**config.mk**
```make
export PLATFORM = sky130hd
export DESIGN_NAME = rr_arbiter8
export DESIGN_NICKNAME = d
export VERILOG_FILES = /design/src/rtl/rr_arbiter8.sv
export SDC_FILE = /design/constraint.sdc
export NUM_CORES = 1
export LEC_CHECK = 0
export BUFFER_PORTS_ARGS = -buffer_cell sky130_fd_sc_hd__buf_2
export CELL_PAD_IN_SITES_DETAIL_PLACEMENT = 1
export CELL_PAD_IN_SITES_GLOBAL_PLACEMENT = 2
export CORE_UTILIZATION = 30
export CTS_CLUSTER_SIZE = 20
export DETAILED_ROUTE_END_ITERATION = 8
export PLACE_DENSITY_LB_ADDON = 0.1
export SYNTH_ARGS = -nofsm -noshare
export SYNTH_HDL_FRONTEND = slang
export SYNTH_SLANG_ARGS = --single-unit
```
**constraint.sdc**
```tcl
create_clock -name clk -period 3.7 [get_ports clk]
set_input_delay 0.37 -clock clk [delete_from_list [all_inputs] [get_ports clk]]
set_output_delay 0.37 -clock clk [all_outputs]
set_load 0.05 [all_outputs]
```
**src/rtl/rr_arbiter8.sv**
```systemverilog
// rr_arbiter8 -- 8-way round-robin arbiter with grant hold.
// The registered gnt_idx/gnt_vld outputs feed a 3-to-8 decoder (Din/en);
// gnt is the same grant in one-hot form. Every grant is followed by one
// bubble cycle, and the pointer moves past the released owner.
// Optional feature: define ARB_TIMEOUT_EN to force a release after
// MAX_HOLD cycles of continuous ownership (pulses timeout).
module rr_arbiter8 #(
    parameter int N_REQ    = 8,
    parameter int IDX_W    = 3,
    parameter int MAX_HOLD = 15
) (
    input  logic             clk,
    input  logic             rst_n,
    input  logic             en,
    input  logic [N_REQ-1:0] req,
    input  logic             rel,
    output logic [N_REQ-1:0] gnt,
    output logic [IDX_W-1:0] gnt_idx,
    output logic             gnt_vld,
    output logic             timeout
);

    typedef enum logic {IDLE, BUSY} state_t;

    state_t             state, state_nxt;
    logic [IDX_W-1:0]   ptr, ptr_nxt;
    logic [IDX_W-1:0]   idx_nxt;
    logic [N_REQ-1:0]   gnt_nxt;
    logic               vld_nxt;
    logic               to_nxt;

    logic [IDX_W-1:0]   sel_idx;
    logic               sel_found;
    logic [IDX_W-1:0]   cand;
    logic [N_REQ-1:0]   sel_oh;

    logic               rel_cond;
    logic               force_rel;

    // Rotating priority scan: the first set req bit starting at ptr wins.
    // Scanning k downwards lets the smallest offset overwrite last.
    always_comb begin
        sel_found = 1'b0;
        sel_idx   = '0;
        cand      = '0;
        for (int k = N_REQ - 1; k >= 0; k--) begin
            cand = ptr + IDX_W'(k);
            if (req[cand]) begin
                sel_found = 1'b1;
                sel_idx   = cand;
            end
        end
    end

    // One-hot form of the selected index.
    for (genvar g = 0; g < N_REQ; g++) begin : g_oh
        assign sel_oh[g] = (sel_idx == IDX_W'(g));
    end

    // Voluntary release: owner pulses rel, drops its request, or arbiter disabled.
    assign rel_cond = rel | ~req[gnt_idx] | ~en;

`ifdef ARB_TIMEOUT_EN
    localparam int CNT_W = $clog2(MAX_HOLD + 1);

    logic [CNT_W-1:0] hold_cnt;

    // A forced release only fires when nothing else is releasing, so a
    // coincident rel is reported as a normal release (timeout stays 0).
    assign force_rel = (state == BUSY) && !rel_cond &&
                       (hold_cnt == CNT_W'(MAX_HOLD - 1));

    // Hold counter: zero while idle, counts held cycles, saturates.
    always_ff @(posedge clk or negedge rst_n) begin
        if (!rst_n)
            hold_cnt <= '0;
        else if (state != BUSY)
            hold_cnt <= '0;
        else if (!rel_cond && !force_rel && (hold_cnt != {CNT_W{1'b1}}))
            hold_cnt <= hold_cnt + 1'b1;
    end
`else
    // No hold limit: the comparison is always false for a legal MAX_HOLD.
    assign force_rel = (MAX_HOLD < 0);
`endif

    // Next-state and next-output logic.
    always_comb begin
        state_nxt = state;
        ptr_nxt   = ptr;
        idx_nxt   = gnt_idx;
        gnt_nxt   = gnt;
        vld_nxt   = gnt_vld;
        to_nxt    = 1'b0;
        case (state)
            IDLE: begin
                gnt_nxt = '0;
                vld_nxt = 1'b0;
                if (en && sel_found) begin
                    state_nxt = BUSY;
                    idx_nxt   = sel_idx;
                    gnt_nxt   = sel_oh;
                    vld_nxt   = 1'b1;
                end
            end
            BUSY: begin
                if (rel_cond || force_rel) begin
                    state_nxt = IDLE;
                    gnt_nxt   = '0;
                    vld_nxt   = 1'b0;
                    ptr_nxt   = gnt_idx + 1'b1;
                    to_nxt    = force_rel;
                end
            end
            default: begin
                state_nxt = IDLE;
                gnt_nxt   = '0;
                vld_nxt   = 1'b0;
            end
        endcase
    end

    // State, pointer and registered grant outputs.
    always_ff @(posedge clk or negedge rst_n) begin
        if (!rst_n) begin
            state   <= IDLE;
            ptr     <= '0;
            gnt     <= '0;
            gnt_idx <= '0;
            gnt_vld <= 1'b0;
            timeout <= 1'b0;
        end else begin
            state   <= state_nxt;
            ptr     <= ptr_nxt;
            gnt     <= gnt_nxt;
            gnt_idx <= idx_nxt;
            gnt_vld <= vld_nxt;
            timeout <= to_nxt;
        end
    end

endmodule

```
==> results.cfg <==
[critical_path]
reg2reg_slack_ns = 0.52
ff2ff_path_depth = 9
crit_required_ns = 3.85
crit_type = register to register
start_kind = register
arrival_ns = 3.34
r2r-start = ptr[0]$_DFFE_PN0P_
reg2reg_to = gnt[5]$_DFFE_PN0P_
cp_max_fo = 7
endpoint_kind = register

[cells_and_area]
diodes = 0
drive_gt1_share_pct = 27.07
final_cell_mix = 23 x buf_2, 21 x nand2_1, 16 x dfrtp_1, 14 x mux2i_1, 9 x o21ai_0
layout.cells.most_common = buf_2
areaGrowthSynthToFinish_pct = 14.32
n_fill_cell = 586
nets = 197

[drt]
met3_length_um = 125
drc_errors = 0
vias_per_cell = 5.508
dr.pass1.iters = 4
postRouteAntennaNets = 0
wl_um = 4343
route.met2.wl_um = 2073
dr.max_layer_used = met4
met1_length_um = 2103
avgRoutedWirePerCell_um = 17.51
drtIter0Drc = 80
vias = 1366

[grt]
grt_overflow = 0
grt_pass1_vias = 1380
grt.total_usage_pct = 17.67
grt_max_degree = 17
antenna_found_initial = 0
grt_pass1_wl_um = 7217

[clock_tree]
cts_buffers = 3
htree_levels = 1
cts_buffer_depth = 2
root_buffer = clkbuf_8
cts_tree = built
cts_resized = 0
postCtsSetupRepairBufs = 0
worstSkewPairLatency_ns = 0.25
cts_sinks = 16
path_clk_slew_ns = 0.07
hold_buffers = 0

[run]
maxCapViolCount = 0

[floorplanning]
rows = 25
start_util_pct = 31.90
die_area_mm2 = 0.005446
core-area_mm2 = 0.004848
dieHeight_um = 73.80
io_pins = 25
die_x_um = 73.80

[sta]
fin_crit_sh_pct = 86.04
relSlewSlack_pct = 66.62
fmax_ghz = 0.3141
rsz0062_at_grt = no
final_max_slew_viol_count = 0
skew_ns = 0.002948
period_needed_ns = 3.183
tns_ns = 0
setup_viol = 0
worst_pin_slew_ns = 0.4961
setup_ws_ns = 0.5166
hold_viol_final = 0

[synth]
synth.area.top_cells = dfrtp_1 26%, mux4_2 12%, mux2i_1 9.1%
yosys.area.top_type = dfrtp_1
synth_top_area_share_pct = 25.89
synthCells = 159
synthesis.area_mm2 = 0.001546
synth_edf_count = 0
ys_seq_elements = 16
syn_area_per_cell_um2 = 9.726
synth_nets = 174
yosysSeqAreaShare_pct = 25.89
synthDistinctLibCells = 50
synth_warnings = 0
async_flop_share_pct = 100.0
synthFlopType = dfrtp_1

[placed_design]
numPortBuffers = 23
dp_hpwl_um = 3381
pre_cts_ws_ns = 0.5260
gp_congestion = 0.8299

[run_status]
status = finished clean

[hold_path]
min-delay-path-class = primary input to async pin
[area by class of cell]
| class | count | area [µm²] | share of cell area (%) |
|---|---|---|---|
| Clock buffer | 4 | 55.05 | 3.114 |
| Inverter | 9 | 33.78 | 1.911 |
| Multi-Input combinational cell | 124 | 1042 | 58.95 |
| Sequential cell | 16 | 400.4 | 22.65 |
| Tap cell | 67 | 83.83 | 4.742 |
| Timing Repair Buffer | 28 | 152.6 | 8.634 |
[worst max-delay path: stages (launching register included)]
cell and delay (ns):
dfrtp_1 0.36, clkinv_1 0.19, ha_1 0.48, mux4_1 0.69, mux2i_2 0.30, nand2_1 0.11, a211oi_1 0.31, a211o_1 0.23
nand3b_2 0.17, o31ai_1 0.26
[layer usage]
metal	GRT usage, %	up-vias
met5	0	-
met4	3.846	0
met3	2.195	4
met2	28.24	30
met1	25.43	689
li1	-	643
[sequential cells by signal, indices dropped and copies added (netlist names)]
signal / count
state: 1
gnt: 8
ptr: 3
gnt_vld: 1
gnt_idx: 3
[per-stage QoR]
step                      utilization [%]  hold slack (ns)  instances  area [µm²]
final                               36.46          0.03289        248        1768
after global routing                36.46          0.05574        248        1768
after CTS                           36.46          0.03989        248        1768
after global placement              35.33           0.3045        244        1713
after floorplan                         -          0.07441        159        1546
after detailed placement            35.33           0.3173        244        1713
[synthesized netlist by cell type (2+ instances only)]
master and instances:
a21oi_1 4, inv_1 8, nand3b_2 2, o21ai_0 9
a32o_1 4, ha_1 3, dfrtp_1 16, clkbuf_1 2
a21boi_0 2, mux2i_2 2, nand2b_1 5, a211oi_1 3
mux2i_1 14, mux4_2 8, o31ai_1 5, nand3_1 2
nand2_1 21, nor2_1 8, o21ai_1 3, buf_2 3
mux2_2 2, xor2_1 3, mux4_1 3
[logic make-up after synthesis]
kind of cell	synth area share, %
AND/OR/NAND/NOR	13.67
AO/OA/AOI/OAI	18.77
multiplexers	30.02
buffers and inverters	6.715
flip-flops	25.89
XOR/XNOR	2.266
adder cells (fa/ha/maj)	2.427
other	0.2425
[how the worst max path moves through the flow]
stage | depth (start not counted) | slack [ns] | start | end
after floorplan | 12 | 0.57 | ptr[1]$_DFFE_PN0P_ | gnt[3]$_DFFE_PN0P_
after global placement | 9 | 0.67 | ptr[0]$_DFFE_PN0P_ | gnt[5]$_DFFE_PN0P_
after detailed placement | 9 | 0.53 | ptr[0]$_DFFE_PN0P_ | gnt[5]$_DFFE_PN0P_
after CTS | 9 | 0.50 | ptr[0]$_DFFE_PN0P_ | gnt[5]$_DFFE_PN0P_
after global routing | 9 | 0.23 | ptr[0]$_DFFE_PN0P_ | gnt[5]$_DFFE_PN0P_
final | 9 | 0.52 | ptr[0]$_DFFE_PN0P_ | gnt[5]$_DFFE_PN0P_
Power is not shown: default switching activity piles up to over one toggle a cycle in this logic, so the estimate is an artifact.
